===== src/rtl/lcd_pkg.sv =====
// lcd_pkg: shared state/phase types, HD44780 command bytes and phase timing helpers
package lcd_pkg;

   typedef enum logic [2:0] {
      ST_PWRUP,
      ST_SETUP,
      ST_PULSE,
      ST_HOLD,
      ST_WAIT,
      ST_IDLE
   } lcd_state_t;

   typedef enum logic [2:0] {
      PH_SETUP,
      PH_EN,
      PH_HOLD,
      PH_SHORT,
      PH_LONG,
      PH_PWR
   } lcd_phase_t;

   typedef struct packed {
      logic       last;
      logic [7:0] data;
   } init_entry_t;

   localparam logic [7:0] FUNC_8BIT_2L = 8'h38;
   localparam logic [7:0] DISP_ON      = 8'h0C;
   localparam logic [7:0] CLEAR        = 8'h01;
   localparam logic [7:0] RETURN_HOME  = 8'h02;
   localparam logic [7:0] ENTRY_INC    = 8'h06;
   localparam logic [7:0] DDRAM_L1     = 8'h80;
   localparam logic [7:0] DDRAM_L2     = 8'hC0;

   // Number of clock cycles a phase lasts at a given clock rate, never less than one
   function automatic int phase_cycles(lcd_phase_t phase, int clk_hz, int pwrup_us);
      longint hz;
      longint n;
      hz = longint'(clk_hz);
      case (phase)
         PH_SETUP: n = hz / 10_000_000 + 1;
         PH_EN:    n = hz / 2_000_000;
         PH_HOLD:  n = hz / 10_000_000 + 1;
         PH_SHORT: n = hz / 25_000;
         PH_LONG:  n = hz * 16 / 10_000;
         PH_PWR:   n = (hz / 1_000_000) * longint'(pwrup_us);
         default:  n = 1;
      endcase
      if (n < 1) begin
         n = 1;
      end
      return int'(n);
   endfunction

   // Clear and return-home commands need the 1.6 ms execution time; everything else is short
   function automatic logic is_long_cmd(logic rs, logic [7:0] data);
      return (rs == 1'b0) && ((data == CLEAR) || (data == RETURN_HOME) || (data == 8'h03));
   endfunction

endpackage


===== src/rtl/lcd_init_rom.sv =====
// lcd_init_rom: power-up command list for the panel, one entry per index with an end marker
module lcd_init_rom
   import lcd_pkg::*;
(
   input  logic [2:0]  index,
   output init_entry_t entry
);

   // Indices past the list read as a terminating empty entry
   always_comb begin
      entry = '{last: 1'b1, data: 8'h00};
      case (index)
         3'd0:    entry = '{last: 1'b0, data: FUNC_8BIT_2L};
         3'd1:    entry = '{last: 1'b0, data: FUNC_8BIT_2L};
         3'd2:    entry = '{last: 1'b0, data: FUNC_8BIT_2L};
         3'd3:    entry = '{last: 1'b0, data: DISP_ON};
         3'd4:    entry = '{last: 1'b0, data: CLEAR};
         3'd5:    entry = '{last: 1'b1, data: ENTRY_INC};
         default: entry = '{last: 1'b1, data: 8'h00};
      endcase
   end

endmodule


===== src/rtl/lcd_bus_ctrl.sv =====
// lcd_bus_ctrl: owns the 8-bit HD44780 bus, runs the init sequence, then writes one byte per handshake
module lcd_bus_ctrl
   import lcd_pkg::*;
#(
   parameter int CLK_HZ   = 25_000_000,
   parameter int PWRUP_US = 40_000
) (
   input  logic       clk,
   input  logic       rst_n,
   input  logic       req_valid,
   input  logic       req_rs,
   input  logic [7:0] req_data,
   output logic       req_ready,
   output logic       init_done,
   output logic       lcd_rs,
   output logic       lcd_rw,
   output logic       lcd_en,
   output logic [7:0] lcd_data
);

   localparam int SETUP_CYC = phase_cycles(PH_SETUP, CLK_HZ, PWRUP_US);
   localparam int EN_CYC    = phase_cycles(PH_EN,    CLK_HZ, PWRUP_US);
   localparam int HOLD_CYC  = phase_cycles(PH_HOLD,  CLK_HZ, PWRUP_US);
   localparam int SHORT_CYC = phase_cycles(PH_SHORT, CLK_HZ, PWRUP_US);
   localparam int LONG_CYC  = phase_cycles(PH_LONG,  CLK_HZ, PWRUP_US);
   localparam int PWR_CYC   = phase_cycles(PH_PWR,   CLK_HZ, PWRUP_US);

   localparam int CNT_MAX = (PWR_CYC > LONG_CYC) ? PWR_CYC : LONG_CYC;
   localparam int CNT_W   = $clog2(CNT_MAX + 1);

   // The counter is loaded with length-1 and the phase ends on the cycle it reads zero
   localparam logic [CNT_W-1:0] SETUP_LD = CNT_W'(SETUP_CYC - 1);
   localparam logic [CNT_W-1:0] EN_LD    = CNT_W'(EN_CYC - 1);
   localparam logic [CNT_W-1:0] HOLD_LD  = CNT_W'(HOLD_CYC - 1);
   localparam logic [CNT_W-1:0] SHORT_LD = CNT_W'(SHORT_CYC - 1);
   localparam logic [CNT_W-1:0] LONG_LD  = CNT_W'(LONG_CYC - 1);
   localparam logic [CNT_W-1:0] PWR_LD   = CNT_W'(PWR_CYC - 1);

   lcd_state_t       state;
   logic [CNT_W-1:0] cnt;
   logic [2:0]       init_idx;
   logic             init_last;
   init_entry_t      rom_entry;

   // init_idx always points at the next entry to load, so one ROM port serves both entry points
   lcd_init_rom u_init_rom (
      .index (init_idx),
      .entry (rom_entry)
   );

   // The busy flag is never read, so the bus is permanently in write direction
   assign lcd_rw = 1'b0;

   // Phase sequencer: power-up wait, init bytes and user bytes all share setup/pulse/hold/wait timing
   always_ff @(posedge clk) begin
      if (!rst_n) begin
         state     <= ST_PWRUP;
         cnt       <= PWR_LD;
         init_idx  <= 3'd0;
         init_last <= 1'b0;
         req_ready <= 1'b0;
         init_done <= 1'b0;
         lcd_en    <= 1'b0;
         lcd_rs    <= 1'b0;
         lcd_data  <= 8'h00;
      end else begin
         case (state)
            ST_PWRUP: begin
               if (cnt == '0) begin
                  state     <= ST_SETUP;
                  cnt       <= SETUP_LD;
                  lcd_rs    <= 1'b0;
                  lcd_data  <= rom_entry.data;
                  init_last <= rom_entry.last;
                  init_idx  <= init_idx + 3'd1;
               end else begin
                  cnt <= cnt - CNT_W'(1);
               end
            end

            ST_SETUP: begin
               if (cnt == '0) begin
                  state  <= ST_PULSE;
                  cnt    <= EN_LD;
                  lcd_en <= 1'b1;
               end else begin
                  cnt <= cnt - CNT_W'(1);
               end
            end

            ST_PULSE: begin
               if (cnt == '0) begin
                  state  <= ST_HOLD;
                  cnt    <= HOLD_LD;
                  lcd_en <= 1'b0;
               end else begin
                  cnt <= cnt - CNT_W'(1);
               end
            end

            ST_HOLD: begin
               if (cnt == '0) begin
                  state <= ST_WAIT;
                  cnt   <= is_long_cmd(lcd_rs, lcd_data) ? LONG_LD : SHORT_LD;
               end else begin
                  cnt <= cnt - CNT_W'(1);
               end
            end

            ST_WAIT: begin
               if (cnt == '0) begin
                  if (init_done || init_last) begin
                     state     <= ST_IDLE;
                     req_ready <= 1'b1;
                     init_done <= 1'b1;
                  end else begin
                     state     <= ST_SETUP;
                     cnt       <= SETUP_LD;
                     lcd_rs    <= 1'b0;
                     lcd_data  <= rom_entry.data;
                     init_last <= rom_entry.last;
                     init_idx  <= init_idx + 3'd1;
                  end
               end else begin
                  cnt <= cnt - CNT_W'(1);
               end
            end

            ST_IDLE: begin
               if (req_valid && req_ready) begin
                  state     <= ST_SETUP;
                  cnt       <= SETUP_LD;
                  req_ready <= 1'b0;
                  lcd_rs    <= req_rs;
                  lcd_data  <= req_data;
               end
            end

            default: begin
               state     <= ST_PWRUP;
               cnt       <= PWR_LD;
               lcd_en    <= 1'b0;
               req_ready <= 1'b0;
            end
         endcase
      end
   end

endmodule


===== config.mk =====
export PLATFORM = sky130hd
export DESIGN_NAME = lcd_bus_ctrl
export DESIGN_NICKNAME = d
export VERILOG_FILES = /design/src/rtl/lcd_pkg.sv /design/src/rtl/lcd_init_rom.sv /design/src/rtl/lcd_bus_ctrl.sv
export SDC_FILE = /design/constraint.sdc
export NUM_CORES = 1
export LEC_CHECK = 0
export CAP_MARGIN = 10
export CORE_AREA = 2 2 65 67
export DETAILED_ROUTE_END_ITERATION = 12
export DIE_AREA = 0 0 67 69
export DONT_BUFFER_PORTS = 1
export GPL_TIMING_DRIVEN = 0
export PLACE_DENSITY = 0.85
export RECOVER_POWER = 100
export SYNTH_ARGS = -nofsm -noshare
export SYNTH_HDL_FRONTEND = slang
export SYNTH_HIERARCHICAL = 1
export SYNTH_SLANG_ARGS = --single-unit

===== constraint.sdc =====
create_clock -name clk -period 3.1 [get_ports clk]
set_clock_uncertainty 0.05 [all_clocks]
set_input_delay 0.62 -clock clk [delete_from_list [all_inputs] [get_ports clk]]
set_output_delay 0.62 -clock clk [all_outputs]
set_load 0.005 [all_outputs]

==> metrics.txt <==
dominant synthesized flop cell dfxtp_1; DRC violations left 0; Mapped Area 2350 um^2; top achievable clock speed between 0.3 and 0.4 GHz; Hold-fix buffers, CTS 0; die area 4620 um^2; CP arrival 3.01 ns; initial DRC count 150; GRT Residual Overflow 0; port bufs 0; hold slack ~0.43 ns; Area after DPL 2410 um^2; HPWL Detailed 4090 um; Slew @ Worst Pin 0.859 ns; final hold viol count 0; asr flop ratio synth 0%; initial core utilization 60.0%; Yosys Warn Count 6; number of nets still failing antenna checks after routing 0; most frequent cells in the layout 39 x dfxtp_1, 36 x nand2_1, 23 x nor2_1; Antenna diodes 0; Power Dens Cells 384 nW/um^2; drt total wl 5620 um; router iterations before antenna repair 5; Die Width 67 um; RSZ-0062 raised after global routing no; cells after synthesis 280; crit path time final around 2.9 ns; pin count of the biggest net entering global routing 13; unique cell type count in the Yosys netlist 66; Root Driver clkbuf_8; #FFs+latches synth 39; HP Class in -> reg; FF-to-FF Start cnt[0]$_SDFFE_PN1P_; clock-pin slew on the worst setup and hold paths roughly 0.08 ns; Clock Sinks 39; CP required 3.23 ns; CTS Buf Count 5; routability cong. 0.924; Rows 23; Layout area overhead 7.19%; register area share after synthesis 33.2%; Lkg Pwr between 0.8 and 0.9 nW; fin util 64.3%; H-tree levels 2; Crit. End Element flip-flop; Final setup viols 0; r2r setup slk 0.22 ns; first-pass GRT wire length roughly 9300 um; non-filler instance count after layout 339; fin nets 302; most common cell after layout, fill and taps aside dfxtp_1; crit path capture cnt[1]$_SDFFE_PN1P_; EDFF count, synth 0; Core ar. 3910 um^2; Critical path origin cnt[0]$_SDFFE_PN1P_; Total GRT Usage 25.9%; WL/cell 16.6 um; initial antenna violation count 0; fin area 2520 um^2; Slew Viols, Final 0; Slew HR about 42%; worst skew pair latency 0.30 ns; FF-to-FF End cnt[1]$_SDFFE_PN1P_; Synth Area per Inst 8.39 um^2; VDD IR-drop max 0.267 mV; max_cap viols 0; run status finished clean; period utilization roughly 93%; layout cells sized above 1 between 10% and 20%; TritonCTS clock tree built; CP max FO 10; vias in the first global route about 2000; Setup TNS 0 ns; CTS Buffer Depth 2; R2R cell count 9; post-placement cell count 331; Vias around 2200; die height 69 um; DR vias/cell 6.43; crit path kind reg -> reg; startpoint types flip-flop; IO Count 25
[cells in the mapped netlist, drive strengths merged, types with 2 or more instances]
cell type / n / area (um^2)
a211o: 5 / 43.8
a21boi: 2 / 15.0
a21o: 2 / 15.0
a21oi: 13 / 68.8
a221o: 2 / 20.0
a311oi: 8 / 108
a31oi: 5 / 31.3
and2: 2 / 12.5
buf: 11 / 101
clkbuf: 7 / 26.3
conb: 2 / 7.51
dfxtp: 39 / 781
ha: 2 / 25.0
inv: 8 / 30.0
mux2i: 2 / 20.0
nand2: 36 / 135
nand2b: 3 / 18.8
nand3: 6 / 30.0
nand3b: 2 / 18.8
nor2: 24 / 92.6
nor3: 18 / 101
nor3b: 2 / 15.0
nor4: 9 / 68.8
o211a: 2 / 20.0
o211ai: 3 / 22.5
o21ai: 12 / 63.8
o221a: 2 / 22.5
o22ai: 2 / 12.5
o31a: 4 / 35.0
o31ai: 4 / 43.8
or2: 5 / 31.3
or3: 3 / 20.0
or3b: 2 / 17.5
or4: 7 / 65.1
xnor2: 3 / 26.3
xor2: 4 / 35.0
[registers in the layout, summed over array words and instances (netlist names)]
signal and count:
init_done 1, init_last 1, lcd_data 8, lcd_en 1, req_ready 1, state 3
lcd_rs 1, init_idx 3, cnt 20
[how the worst min path moves through the flow]
| stage | from | endpoint | depth (start not counted) |
|---|---|---|---|
| 6_report | req_data[1] | lcd_data[1]$_SDFFE_PN0P_ | 2 |
| 5_1_grt | req_data[1] | lcd_data[1]$_SDFFE_PN0P_ | 2 |
| 4_1_cts | req_data[1] | lcd_data[1]$_SDFFE_PN0P_ | 2 |
| 3_5_place_dp | cnt[17]$_SDFFE_PN1P_ | cnt[17]$_SDFFE_PN1P_ | 1 |
| 3_3_place_gp | cnt[17]$_SDFFE_PN1P_ | cnt[17]$_SDFFE_PN1P_ | 1 |
| 2_1_floorplan | cnt[17]$_SDFFE_PN1P_ | cnt[17]$_SDFFE_PN1P_ | 1 |
[power breakdown]
group          switching [mW]  internal, mW
sequential            0.00977         0.510
clock                   0.191         0.203
combinational          0.0301        0.0232
[cells by family (layout without fill, tap and decap cells)]
| family | count (synthesis) | after routing | synth area share (%) |
|---|---|---|---|
| buffers and inverters | 27 | 35 | 7.09 |
| other | 2 | 3 | 0.320 |
| DFF | 39 | 39 | 33.2 |
| adders and majority gates | 2 | 2 | 1.07 |
| xor gates and xnor gates | 7 | 7 | 2.61 |
| muxes | 2 | 2 | 0.852 |
| and+or+nand+nor | 122 | 122 | 27.7 |
| AOI/OAI and AO/OA | 79 | 79 | 27.1 |
[what timing repair did]
action	CTS	global route
resized for setup	0	1
setup endpoints to repair	0	3
hold endpoints to repair	0	0
setup buffers	0	0
[critical path, stage by stage, from the launching register on]
cell	delay, ns
dfxtp_1	0.36
inv_1	0.07
ha_1	0.21
or3b_2	0.54
or4_4	0.50
clkbuf_2	0.23
o31ai_4	0.35
buf_4	0.24
a22o_1	0.16
nand2_1	0.05
[metal layers]
metal	global-route usage (%)	vias up	wire length (um)
met5	0	-	0
met4	10.2	0	108
met3	6.20	12	362
met2	37.6	77	2560
met1	36.8	1028	2590
li1	-	1064	-
[through the flow]
| step | setup slack, ns | total power, mW |
|---|---|---|
| 6_report | 0.217 | 0.966 |
| 5_1_grt | 0.0664 | 0.995 |
| 4_1_cts | 0.137 | 0.965 |
| 3_5_place_dp | 0.172 | 0.584 |
| 3_3_place_gp | 0.213 | 0.580 |
| 2_1_floorplan | 0.571 | 0.570 |
[cell type report]
class,instances,area [um^2]
well taps,50,62.6
clock inverters,1,7.51
multi-input cells,215,1410
clock buffers,7,96.3
flip-flops and latches,39,781
plain buffers,19,130
fillers,338,1400
inverters,8,30.0
Note: power is estimated with default switching activity, not from simulation.
